==> src/rtl/prescaled_counter.sv <==
// prescaled_counter: prescaled up / down / ping-pong / hold counter with
// a synchronous load, an inclusive range [0..limit], and registered
// step (tick) and boundary (wrap) pulses.
//
// Optional feature: define PRESCALED_COUNTER_CAPTURE_EN to add a capture
// register with valid / acknowledge / sticky overrun flags. Without the
// macro the capture ports and logic are absent.
//
// Handshake on the capture port: i_capture samples the pre-edge count into
// o_cap_val and raises o_cap_valid; i_cap_ack clears o_cap_valid and
// o_cap_ovr; a capture landing on an unacknowledged value overwrites it and
// sets o_cap_ovr; capture and ack in the same cycle leave valid high and
// overrun clear.
module prescaled_counter #(
    parameter int WIDTH = 32,
    parameter int PRE_W = 16
) (
    input  logic             i_clk,
    input  logic             i_rst_n,
    input  logic             i_en,
    input  logic [PRE_W-1:0] i_div,
    input  logic [1:0]       i_mode,
    input  logic [WIDTH-1:0] i_limit,
    input  logic             i_load,
    input  logic [WIDTH-1:0] i_load_val,
`ifdef PRESCALED_COUNTER_CAPTURE_EN
    input  logic             i_capture,
    input  logic             i_cap_ack,
    output logic [WIDTH-1:0] o_cap_val,
    output logic             o_cap_valid,
    output logic             o_cap_ovr,
`endif
    output logic [WIDTH-1:0] o_count,
    output logic             o_tick,
    output logic             o_wrap,
    output logic             o_dir
);

    localparam logic [1:0] MODE_UP   = 2'b00;
    localparam logic [1:0] MODE_DOWN = 2'b01;
    localparam logic [1:0] MODE_PING = 2'b10;
    localparam logic [1:0] MODE_HOLD = 2'b11;

    // State
    logic [PRE_W-1:0] r_pre_cnt;
    logic [WIDTH-1:0] r_count;
    logic             r_dir;
    logic             r_tick;
    logic             r_wrap;

    // Step qualification and the values the counter takes on a step
    logic             w_step;
    logic             w_at_top;
    logic             w_at_zero;
    logic             w_above;
    logic [WIDTH-1:0] w_limit_dec;
    logic [WIDTH-1:0] w_bounce_up;
    logic [WIDTH-1:0] w_count_inc;
    logic [WIDTH-1:0] w_count_dec;
    logic [WIDTH-1:0] w_count_nxt;
    logic             w_dir_nxt;
    logic             w_wrap_nxt;
    logic             w_load_dir;

    // A step needs the prescaler to have reached the divisor. The >= compare
    // means a divisor lowered below the running prescaler steps on the next
    // enabled edge instead of wrapping through the whole prescaler range.
    assign w_step    = i_en && !i_load && (r_pre_cnt >= i_div);

    assign w_at_top  = (r_count >= i_limit);
    assign w_at_zero = (r_count == '0);
    assign w_above   = (r_count > i_limit);

    // Increment is only selected when count < limit, decrement only when
    // count > 0, so neither can leave the WIDTH-bit range.
    assign w_count_inc = r_count + WIDTH'(1);
    assign w_count_dec = r_count - WIDTH'(1);

    // Ping-pong turnaround targets collapse to 0 for a degenerate range.
    assign w_limit_dec = (i_limit == '0) ? '0 : (i_limit - WIDTH'(1));
    assign w_bounce_up = (i_limit == '0) ? '0 : WIDTH'(1);

    // Next count / direction / wrap for a step in the current mode
    always_comb begin
        w_count_nxt = r_count;
        w_dir_nxt   = r_dir;
        w_wrap_nxt  = 1'b0;
        case (i_mode)
            MODE_UP: begin
                w_dir_nxt = 1'b1;
                if (w_at_top) begin
                    w_count_nxt = '0;
                    w_wrap_nxt  = 1'b1;
                end else begin
                    w_count_nxt = w_count_inc;
                end
            end
            MODE_DOWN: begin
                w_dir_nxt = 1'b0;
                if (w_at_zero || w_above) begin
                    w_count_nxt = i_limit;
                    w_wrap_nxt  = 1'b1;
                end else begin
                    w_count_nxt = w_count_dec;
                end
            end
            MODE_PING: begin
                if (r_dir) begin
                    if (w_at_top) begin
                        w_dir_nxt   = 1'b0;
                        w_count_nxt = w_limit_dec;
                        w_wrap_nxt  = 1'b1;
                    end else begin
                        w_count_nxt = w_count_inc;
                    end
                end else begin
                    if (w_at_zero) begin
                        w_dir_nxt   = 1'b1;
                        w_count_nxt = w_bounce_up;
                        w_wrap_nxt  = 1'b1;
                    end else if (w_above) begin
                        // Range shrank under a descending count: clamp
                        // back into range without flagging a boundary.
                        w_count_nxt = i_limit;
                    end else begin
                        w_count_nxt = w_count_dec;
                    end
                end
            end
            MODE_HOLD: begin
                w_count_nxt = r_count;
                w_dir_nxt   = r_dir;
                w_wrap_nxt  = 1'b0;
            end
            default: begin
                w_count_nxt = r_count;
                w_dir_nxt   = r_dir;
                w_wrap_nxt  = 1'b0;
            end
        endcase
    end

    // Direction written by a load: up-like modes face up, down faces down,
    // hold keeps whatever direction it had.
    always_comb begin
        w_load_dir = r_dir;
        case (i_mode)
            MODE_UP:   w_load_dir = 1'b1;
            MODE_DOWN: w_load_dir = 1'b0;
            MODE_PING: w_load_dir = 1'b1;
            MODE_HOLD: w_load_dir = r_dir;
            default:   w_load_dir = r_dir;
        endcase
    end

    // Prescaler: restart on load or step, advance on other enabled cycles
    always_ff @(posedge i_clk or negedge i_rst_n) begin
        if (!i_rst_n) begin
            r_pre_cnt <= '0;
        end else if (i_load) begin
            r_pre_cnt <= '0;
        end else if (i_en) begin
            if (w_step) begin
                r_pre_cnt <= '0;
            end else begin
                // Only reached while r_pre_cnt < i_div, so no overflow.
                r_pre_cnt <= r_pre_cnt + PRE_W'(1);
            end
        end
    end

    // Counter, direction and the step/boundary pulses
    always_ff @(posedge i_clk or negedge i_rst_n) begin
        if (!i_rst_n) begin
            r_count <= '0;
            r_dir   <= 1'b1;
            r_tick  <= 1'b0;
            r_wrap  <= 1'b0;
        end else if (i_load) begin
            r_count <= i_load_val;
            r_dir   <= w_load_dir;
            r_tick  <= 1'b0;
            r_wrap  <= 1'b0;
        end else if (w_step) begin
            r_count <= w_count_nxt;
            r_dir   <= w_dir_nxt;
            r_tick  <= 1'b1;
            r_wrap  <= w_wrap_nxt;
        end else begin
            r_tick  <= 1'b0;
            r_wrap  <= 1'b0;
        end
    end

    assign o_count = r_count;
    assign o_tick  = r_tick;
    assign o_wrap  = r_wrap;
    assign o_dir   = r_dir;

`ifdef PRESCALED_COUNTER_CAPTURE_EN
    logic [WIDTH-1:0] r_cap_val;
    logic             r_cap_valid;
    logic             r_cap_ovr;

    // Capture register with valid / ack handshake and sticky overrun
    always_ff @(posedge i_clk or negedge i_rst_n) begin
        if (!i_rst_n) begin
            r_cap_val   <= '0;
            r_cap_valid <= 1'b0;
            r_cap_ovr   <= 1'b0;
        end else if (i_capture) begin
            r_cap_val   <= r_count;
            r_cap_valid <= 1'b1;
            if (i_cap_ack) begin
                r_cap_ovr <= 1'b0;
            end else if (r_cap_valid) begin
                r_cap_ovr <= 1'b1;
            end
        end else if (i_cap_ack) begin
            r_cap_valid <= 1'b0;
            r_cap_ovr   <= 1'b0;
        end
    end

    assign o_cap_val   = r_cap_val;
    assign o_cap_valid = r_cap_valid;
    assign o_cap_ovr   = r_cap_ovr;
`endif

endmodule

==> config.mk <==
export PLATFORM = sky130hd
export DESIGN_NAME = prescaled_counter
export DESIGN_NICKNAME = d
export VERILOG_FILES = /design/src/rtl/prescaled_counter.sv
export SDC_FILE = /design/constraint.sdc
export NUM_CORES = 1
export LEC_CHECK = 0
export BUFFER_PORTS_ARGS = -buffer_cell sky130_fd_sc_hd__buf_2
export CAP_MARGIN = 30
export CORE_MARGIN = 2
export CORE_UTILIZATION = 50
export CTS_CLUSTER_SIZE = 30
export DETAILED_ROUTE_END_ITERATION = 10
export PLACE_DENSITY = 0.69
export SYNTH_ARGS = -nofsm -noshare
export SYNTH_HDL_FRONTEND = slang
export SYNTH_SLANG_ARGS = --single-unit
==> constraint.sdc <==
create_clock -name i_clk -period 3.7 [get_ports i_clk]
set_input_delay 0.74 -clock i_clk [delete_from_list [all_inputs] [get_ports i_clk]]
set_output_delay 0.74 -clock i_clk [all_outputs]
set_load 0.01 [all_outputs]
==> results.toml <==
[run_status]
status = "finished, final reports clean"

[floorplan]
boundaryPins = 121
die_width_um = 124.6
fp.dieArea_mm2 = 0.01552
initial_utilization = 0.5059
core_area_mm2 = 0.01437
rows = 44
die_h_um = 124.6

[worst_setup_path]
crit_required_ns = 3.95
timing.critical_path.buf_inv = 5
cp_slowest_cell = "or4_1"
ff2ff_path_depth = 13
startpoint = "i_limit[15]"
r2r_start = "o_count[15]"
cp_cell_sequence = "buf_2 > inv_1 > ha_1 > nand4_1 > nor2_1 > or4_1 > or3_1 > buf_4 > a211oi_4 > buf_12 > o21ai_4 > buf_4 > nor2_1 > a21oi_1 > a31oi_1"
worst_ep_arrival_time_ns = 3.74
cp_top_family = "simple AND/OR/NAND/NOR gates"
startpoint_type = "input port"
r2r_end = "o_count[18]"
worstPathMaxFanout = 21
path_class = "in -> reg"
cpPeakStageDelay_ns = 0.58
crit_path_end_kind = "flip-flop"
reg2reg_slack_ns = 0.27

[cells_and_area]
drive_gt1_frac = 0.2174
finalInstanceArea_mm2 = 0.008867
postLayoutCoreUtil = 0.6171
n_antenna_cell = 0
area_growth_pct = 21.98
layout.nets = 1330

[route]
num_vias = 8752
post_drt_wl_per_cell_um = 20.39
drt-pass1-iter-count = 5
routed_via_density = 6.384
drcViolationCount = 0
routed_wl_mm = 27.95
drtIter0Drc = 1063
ant_nets = 0

[sta]
finalWorstSetupSlack_ns = 0.2091
min_period_over_period = 0.9435
finalSetupViolCount = 0
finalClockSkew_ns = 0.008259
maxSlewViolCount = 0
min_period_ns = 3.491
timing.final.hold_violations = 0
max-slew-margin-rel = 0.4861
rsz0062_at_grt = "no"
clock.fmax_ghz = 0.2865
tightestPinTransition_ns = 0.7708
hold_ws_ns = 0.5539

[clock_tree]
cts_tree = "done"
cts.repair.resized = 0
cts_htree_levels = 2
cts_buffer_depth = 2
postCtsSetupBuffers = 0
ctsHoldBuffers = 0
cts_buffers = 5
clk_latency_ns = 0.32
cts.sinks = 51
cts_root_buf = "clkbuf_16"
clk_pin_slew_ns = 0.09

[job]
drv_cap = 0

[power]
power_mw = 2.434
p_per_area_mw_per_mm2 = 274.5
leakage_nw = 3.928
peakVddDrop_mv = 0.1802

[place]
dp_hpwl_mm = 21.11
pre_cts_ws_ns = -0.05783
gp_congestion = 1.025
dpl_cell_area_mm2 = 0.008711
io_buffer_count = 120

[yosys]
syn_inst = 1016
async_flop_share = 1.000
synth_top_flop_cell = "dfrtp_1"
yosysSeqAreaShare = 0.1757
synth_edf_count = 0
synth_cell_types = 75
synth_fp_nets = 1160
synth_area_per_cell_um2 = 7.155
yosys_warnings = 0
netlist_area_mm2 = 0.007269
synth_seq_cells = 51

[global_routing]
overflow = 0
grt_pass1_vias = 8259
grt_pass1_wl_mm = 44.37
grt_antenna_before_repair = 0
grt.total_usage = 0.3559
grt_max_degree = 52

[min_path]
hold_end = "r_pre_cnt[15]"
hold_start = "r_pre_cnt[15]"
hold_class = "reg -> reg"
hold_depth = 2
==> final cells by class <==
cell class	instances	area [µm²]
clock buffer	5	125.1
fill	1416	5502
sequential	51	1277
timing repair buffer	231	1484
multi-input combinational	837	5498
inverter	60	225.2
tap	184	230.2
clock inverter	3	27.53
==> stage by stage <==
step	cells	setup TNS (ns)
after CTS	1371	0
after global routing	1371	0
after floorplan	1016	0
after detailed placement	1363	-0.3497
final	1371	0
after global placement	1363	-0.08711
==> cell usage after synthesis (4+ instances only) <==
cell | number | area share
nor2_1 | 101 | 0.052
nand2_1 | 95 | 0.049
a21oi_1 | 62 | 0.043
inv_1 | 60 | 0.031
o21ai_0 | 59 | 0.041
ha_1 | 58 | 0.10
xnor2_1 | 57 | 0.069
clkbuf_1 | 54 | 0.028
dfrtp_1 | 50 | 0.17
nand3_1 | 45 | 0.031
nor3_1 | 45 | 0.031
xor2_1 | 36 | 0.043
nor4_1 | 22 | 0.019
a22oi_1 | 21 | 0.022
o211ai_1 | 21 | 0.022
nand4_1 | 20 | 0.017
a211oi_1 | 15 | 0.015
a31oi_1 | 12 | 0.010
and3_1 | 12 | 0.010
buf_2 | 10 | 0.0069
o22ai_1 | 10 | 0.0086
o31ai_1 | 9 | 0.0093
or3_1 | 9 | 0.0077
a221oi_1 | 8 | 0.0096
mux2i_1 | 8 | 0.011
and2_1 | 7 | 0.0060
nand2b_1 | 7 | 0.0060
o21a_1 | 7 | 0.0072
or4_1 | 6 | 0.0062
a2bb2oi_1 | 5 | 0.0060
o21ai_1 | 5 | 0.0034
o311ai_0 | 5 | 0.0060
a21o_1 | 4 | 0.0041
and4_1 | 4 | 0.0048
o2111ai_1 | 4 | 0.0048
o22a_1 | 4 | 0.0048
==> worst max path at each step <==
stage               depth (start not counted)          end  slack (ns)
finish                                     15  o_count[18]        0.21
global placement                           14  o_count[25]       -0.03
detailed placement                         15   o_count[6]       -0.06
global route                               13   o_count[5]        0.06
floorplan                                  14  o_count[15]       0.006
CTS                                        14  o_count[25]        0.25
==> state kept, by name, summed over array words and instances, names as in the netlist <==
| signal | flops |
|---|---|
| o_dir | 1 |
| o_wrap | 1 |
| o_tick | 1 |
| r_pre_cnt | 16 |
| o_count | 32 |
==> logic make-up (layout without fill, tap and decap cells) <==
| logic type | Yosys count | count (layout) | share of synthesized area |
|---|---|---|---|
| AOI/OAI and AO/OA | 288 | 288 | 0.2658 |
| xor gates and xnor gates | 93 | 93 | 0.1120 |
| muxes | 9 | 9 | 0.01256 |
| DFF | 51 | 51 | 0.1757 |
| adders and majority gates | 58 | 58 | 0.09983 |
| buffers and inverters | 128 | 299 | 0.07091 |
| and+or+nand+nor | 389 | 389 | 0.2632 |
==> placed cells by master, fill, tap and decap left out, types with 10 or more instances in the layout <==
cell type	count
buf_2	120
buf_4	107
nor2_1	101
nand2_1	95
a21oi_1	61
inv_1	60
o21ai_0	59
ha_1	58
xnor2_1	57
dfrtp_1	50
nor3_1	45
nand3_1	45
xor2_1	36
nor4_1	22
o211ai_1	21
a22oi_1	21
nand4_1	20
a211oi_1	15
and3_1	12
a31oi_1	11
o22ai_1	10
==> power breakdown <==
part | switching (mW) | leakage [nW] | internal (mW)
logic | 0.733 | 3.21 | 0.501
clock network | 0.274 | 0.0723 | 0.260
registers | 0.0668 | 0.649 | 0.599
==> tightest hold or removal path, cell delays in order, from the launching register on <==
cell,delay [ns]
dfrtp_1,0.37
xor2_1,0.07
nor2_1,0.07
==> metal layers <==
layer	track usage	up-vias	wire [µm]
met5	0	-	0
met4	0.1672	0	1305
met3	0.05069	84	2537
met2	0.5599	507	12360
met1	0.4817	4092	11750
li1	-	4069	-
Note: power is estimated with default switching activity, not from simulation.
